[config.mk]
export PLATFORM = sky130hd
export DESIGN_NAME = cpu86_exec_trace_buf
export DESIGN_NICKNAME = d
export VERILOG_FILES = /design/src/rtl/cpu86_exec_trace_buf.sv
export SDC_FILE = /design/constraint.sdc
export NUM_CORES = 2
export LEC_CHECK = 0
export ABC_CLOCK_PERIOD_IN_PS = 34100
export BUFFER_PORTS_ARGS = -buffer_cell sky130_fd_sc_hd__buf_2
export CAP_MARGIN = 20
export CORE_MARGIN = 2
export CORE_UTILIZATION = 45
export CTS_CLUSTER_SIZE = 30
export DETAILED_ROUTE_END_ITERATION = 16
export HOLD_SLACK_MARGIN = 0.06
export SETUP_SLACK_MARGIN = 0.1
export SLEW_MARGIN = 20
export SYNTH_ARGS = -nofsm -noshare
export SYNTH_HDL_FRONTEND = slang
export SYNTH_SLANG_ARGS = --single-unit
[constraint.sdc]
create_clock -name clk -period 34.1 [get_ports clk]
set_input_delay 0 -clock clk [delete_from_list [all_inputs] [get_ports clk]]
set_output_delay 0 -clock clk [all_outputs]
set_load 0.005 [all_outputs]
[src/rtl/cpu86_exec_trace_buf.sv]
// Execution trace buffer: captures retired-instruction register snapshots into a FIFO for a checker.
// Latency: one cycle from an accepted exec_valid to the record appearing on vld_* (registered head).
// Backpressure: vld_ready stalls the head; exec has no backpressure, so records arriving while full are dropped and counted.
module cpu86_exec_trace_buf #(
  parameter int DEPTH = 8
) (
  input  logic                   clk,
  input  logic                   reset,
  input  logic                   exec_valid,
  input  logic [4:0]             exec_op,
  input  logic [3:0]             exec_code,
  input  logic [3:0]             exec_sreg,
  input  logic [3:0]             exec_dreg,
  input  logic [15:0]            exec_cs,
  input  logic [15:0]            exec_ip,
  input  logic [15:0]            exec_ax,
  input  logic [15:0]            exec_bx,
  input  logic [15:0]            exec_cx,
  input  logic [15:0]            exec_dx,
  input  logic [15:0]            exec_bp,
  input  logic [15:0]            exec_sp,
  input  logic [15:0]            exec_si,
  input  logic [15:0]            exec_di,
  input  logic [15:0]            exec_fl,
  output logic                   vld_valid,
  input  logic                   vld_ready,
  output logic [4:0]             vld_op,
  output logic [3:0]             vld_code,
  output logic [15:0]            vld_cs,
  output logic [15:0]            vld_ip,
  output logic [15:0]            vld_ax,
  output logic [15:0]            vld_bx,
  output logic [15:0]            vld_cx,
  output logic [15:0]            vld_dx,
  output logic [15:0]            vld_bp,
  output logic [15:0]            vld_sp,
  output logic [15:0]            vld_si,
  output logic [15:0]            vld_di,
  output logic [15:0]            vld_fl,
  output logic [3:0]             vld_sreg,
  output logic [3:0]             vld_dreg,
  output logic                   ovf,
  output logic [15:0]            drop_cnt,
  output logic                   illegal_seen,
  output logic [$clog2(DEPTH):0] level
);

  localparam int PW = $clog2(DEPTH);
  localparam int LW = PW + 1;
  localparam int RW = 193;
  localparam logic [4:0]    OP_ILLEGAL = 5'b10110;
  localparam logic [LW-1:0] LVL_FULL   = LW'(DEPTH);
  localparam logic [LW-1:0] LVL_ONE    = LW'(1);
  localparam logic [PW-1:0] PTR_ONE    = PW'(1);

  logic [RW-1:0] r_mem [DEPTH];
  logic [RW-1:0] r_head;
  logic [PW-1:0] r_wptr;
  logic [PW-1:0] r_rptr;
  logic [LW-1:0] r_level;
  logic          r_vld;
  logic          r_ovf;
  logic [15:0]   r_drop;
  logic          r_ill;

  logic [RW-1:0] w_rec;
  logic [RW-1:0] w_head_nxt;
  logic [PW-1:0] w_rptr_nxt;
  logic [LW-1:0] w_level_nxt;
  logic          w_pop;
  logic          w_full;
  logic          w_push;
  logic          w_drop;
  logic          w_bypass;

  assign w_rec  = {exec_op, exec_code, exec_sreg, exec_dreg, exec_cs, exec_ip, exec_ax,
                   exec_bx, exec_cx, exec_dx, exec_bp, exec_sp, exec_si, exec_di, exec_fl};
  assign w_pop  = r_vld & vld_ready;
  assign w_full = (r_level == LVL_FULL);
  // A full FIFO still accepts when the head leaves in the same cycle.
  assign w_push = exec_valid & (~w_full | w_pop);
  assign w_drop = exec_valid & w_full & ~w_pop;
  // When nothing else will remain queued, the incoming record becomes the next head directly.
  assign w_bypass = (r_level == '0) | ((r_level == LVL_ONE) & w_pop);

  // Next read pointer, next occupancy and next head record.
  always_comb begin
    w_rptr_nxt  = w_pop ? (r_rptr + PTR_ONE) : r_rptr;
    w_level_nxt = r_level;
    case ({w_push, w_pop})
      2'b10:   w_level_nxt = r_level + LVL_ONE;
      2'b01:   w_level_nxt = r_level - LVL_ONE;
      default: w_level_nxt = r_level;
    endcase
    w_head_nxt = (w_push && w_bypass) ? w_rec : r_mem[w_rptr_nxt];
  end

  // Storage array; no reset needed since only written slots are ever read into the head.
  always_ff @(posedge clk) begin
    if (w_push && !reset) begin
      r_mem[r_wptr] <= w_rec;
    end
  end

  // Pointers, occupancy and the registered head presented to the checker.
  always_ff @(posedge clk or posedge reset) begin
    if (reset) begin
      r_wptr  <= '0;
      r_rptr  <= '0;
      r_level <= '0;
      r_vld   <= 1'b0;
      r_head  <= '0;
    end else begin
      if (w_push) begin
        r_wptr <= r_wptr + PTR_ONE;
      end
      r_rptr  <= w_rptr_nxt;
      r_level <= w_level_nxt;
      r_vld   <= (w_level_nxt != '0);
      if (w_level_nxt != '0) begin
        r_head <= w_head_nxt;
      end
    end
  end

  // Sticky status: overflow flag, saturating drop counter, illegal-op capture.
  always_ff @(posedge clk or posedge reset) begin
    if (reset) begin
      r_ovf  <= 1'b0;
      r_drop <= '0;
      r_ill  <= 1'b0;
    end else begin
      if (w_drop) begin
        r_ovf <= 1'b1;
        if (r_drop != 16'hFFFF) begin
          r_drop <= r_drop + 16'd1;
        end
      end
      if (w_push && (exec_op == OP_ILLEGAL)) begin
        r_ill <= 1'b1;
      end
    end
  end

  assign {vld_op, vld_code, vld_sreg, vld_dreg, vld_cs, vld_ip, vld_ax,
          vld_bx, vld_cx, vld_dx, vld_bp, vld_sp, vld_si, vld_di, vld_fl} = r_head;
  assign vld_valid    = r_vld;
  assign ovf          = r_ovf;
  assign drop_cnt     = r_drop;
  assign illegal_seen = r_ill;
  assign level        = r_level;

endmodule

==> flow_summary.json <==
{
  "synth_edf_count": 1544,
  "clkLatencyLatePin_ns": 0.85,
  "yosysUniqueCellTypes": 44,
  "critPathKind": "flip-flop to flip-flop",
  "layout-drive-gt1-share": 0.177,
  "p_sw_mw": 2.77,
  "die_height_um": 397,
  "crit_required_ns": 34.76,
  "hold_violations": 0,
  "layout_commonest_cell": "edfxtp_1",
  "ant_nets": 0,
  "postCtsSetupRepairBufs": 0,
  "p_int_mw": 4.81,
  "root_buffer": "clkbuf_16",
  "stdcell_area_um2": 83900,
  "via_count": 43928,
  "seq_area_frac_synth": 0.746,
  "final_cell_mix": "1544 x edfxtp_1, 495 x and3_1, 489 x a211oi_1",
  "final_core_util": 0.546,
  "end_kind": "flip-flop",
  "die_x_um": 397,
  "grt_pass1_wl_mm": 290,
  "p_seq_frac": 0.366,
  "dp_hpwl_mm": 87.1,
  "nFillCells": 12264,
  "hold_class": "primary input to flip-flop",
  "synthCells": 4296,
  "start_kind": "flip-flop",
  "outcome": "complete, no violations",
  "io_buffers": 412,
  "cts_max_path_buffers": 3,
  "grt_max_degree": 190,
  "critPathArrivalTime_ns": 6.33,
  "timing.final.crit_period_ns": 5.67,
  "antenna_found_initial": 13,
  "max_slew_margin": 0.0672,
  "synth_flop_cell": "edfxtp_1",
  "core_area_um2": 154000,
  "netlist_area_um2": 69600,
  "ys_top_cells_by_area": "edfxtp_1 67%, dfrtp_1 8.0%, a211oi_1 5.3%",
  "cap_violations": 0,
  "tns_ns": 0,
  "min_from": "exec_bx[9]",
  "finalPower_mw": 7.58,
  "hold_path_depth": 4,
  "place_area_um2": 73500,
  "ff_latch_area_um2": 51900,
  "track_usage": 0.245,
  "grt_overflow": 0,
  "synth_nets": 4502,
  "post_cts_resized": 0,
  "report.final.setup_viol": 0,
  "nNetsFinal": 5196,
  "drtIter0Drc": 4449,
  "p_sw_frac": 0.365,
  "grt_setup_unrepaired": "no",
  "start_util": 0.452,
  "skew_ns": 0.0519,
  "slew_viol_final": 0,
  "p_leak_nw": 29.0,
  "grt_pass1_vias": 43498,
  "power_frac_comb": 0.369,
  "cts_tree": "yes",
  "htreeDepth": 4,
  "synth_area_per_cell_um2": 16.2,
  "worst_pin_slew_ns": 1.40,
  "pin_count": 413,
  "routed_via_density": 6.11,
  "routed_wl_mm": 197,
  "async_flop_share": 0.126,
  "rows": 144,
  "die_area_um2": 158000,
  "multiInputGateArea_um2": 16200,
  "ctsHoldBuffers": 423,
  "clk_pin_slew_ns": 0.06,
  "synth_top_area_share": 0.666,
  "firstDrtPassIters": 6,
  "power.density_nw_per_um2": 90.3,
  "crit_start": "r_rptr[0]",
  "cp_max_fo": 156,
  "yosysTopAreaCell": "edfxtp_1",
  "clockPowerShare": 0.265,
  "ys_ff_latch": 1766,
  "fin_crit_sh": 0.166,
  "r2r_cells": 11,
  "cts-buffers-inserted": 184,
  "yosys_warnings": 0,
  "regToRegStartpoint": "r_rptr[0]",
  "cts.sinks": 1766,
  "drc": 0,
  "area_growth_pct": 20.7,
  "ir_worst_vdd_uv": 136,
  "gp_congestion": 0.750,
  "routedWlPerCell_um": 27.4,
  "max_freq_mhz": 176
}
[power by group through the flow]
stage	registers, mW	logic (mW)	clock network (mW)
floorplan	2.86	1.78	0
global placement	2.81	2.72	0
detailed placement	2.82	2.76	0
CTS	2.77	2.80	2.04
global route	2.80	3.01	2.13
finish	2.77	2.80	2.01
[synthesized netlist by cell type, types with 2 or more instances]
cell	number
edfxtp_1	1544
o31a_1	2
and3_1	495
o21ai_0	247
nand2b_1	3
a32o_1	122
buf_2	34
a211oi_1	489
or3_1	2
and2_1	3
buf_1	19
ha_1	9
dfrtp_1	222
mux4_2	142
a22oi_1	72
nor3b_1	3
xor2_1	4
clkbuf_1	340
nand4_1	3
xnor2_1	14
nor2_1	126
inv_1	5
nand3_1	11
nor4b_1	4
mux2_2	2
nor4_1	73
nor2b_1	3
a31oi_1	195
nand2_1	86
inv_2	4
o31ai_1	2
nor3_1	2
and4_1	3
[final timing paths]
path / endpoint / slack, ns
max in group asynchronous: r_head[169] / 32.23
setup reg to reg: r_head[89] / 28.43
min in group asynchronous: r_head[188] / 0.53
hold reg to reg: illegal_seen / 0.48
setup / recovery: r_head[89] / 28.43
hold / removal: r_head[121] / 0.11
[through the flow]
stage,setup slack [ns],cells,hold WS (ns)
2_1_floorplan,9.95,4296,0.0989
3_3_place_gp,28.41,6424,0.139
3_5_place_dp,28.39,6424,0.145
4_1_cts,28.37,7191,0.0602
5_1_grt,28.04,7194,0.0814
6_report,28.43,7195,0.106
[layout make-up]
type	instances	share of cell area
sequential	1766	0.618
multi-input combinational	2127	0.193
timing repair buffer	902	0.0836
clock buffer	264	0.0613
tap	2044	0.0305
clock inverter	80	0.0121
inverter	9	0.000626
antenna	3	0.0000894
[layer usage]
layer,part of all wire,global-route usage,up-vias
met5,0.00058,0,-
met4,0.023,0.0732,18
met3,0.086,0.0528,320
met2,0.47,0.386,1936
met1,0.42,0.345,22684
li1,-,-,18970
[kinds of logic after synthesis]
group           synth area share
compound gates             0.115
xor+xnor                 0.00227
fa+ha+maj                0.00162
buf+inv                   0.0224
flops                      0.746
mux                       0.0464
simple gates              0.0665
[critical path, stage by stage (launching register included)]
cell and delay (ns):
dfrtp_1 0.37, ha_1 0.15, nand3_1 0.19, xor2_4 0.20
buf_4 0.46, inv_8 0.64, buf_12 0.70, buf_12 0.64
buf_4 0.81, mux4_2 0.59, a22oi_1 0.18, a31oi_1 0.12
[registers in the layout, summed over array words and instances, names as in the netlist]
name and cells:
r_wptr 3, r_rptr 3, level 4, ovf 1
r_head 193, vld_valid 1, drop_cnt 16, r_mem 1544
illegal_seen 1
(Power assumes the default switching activity.)
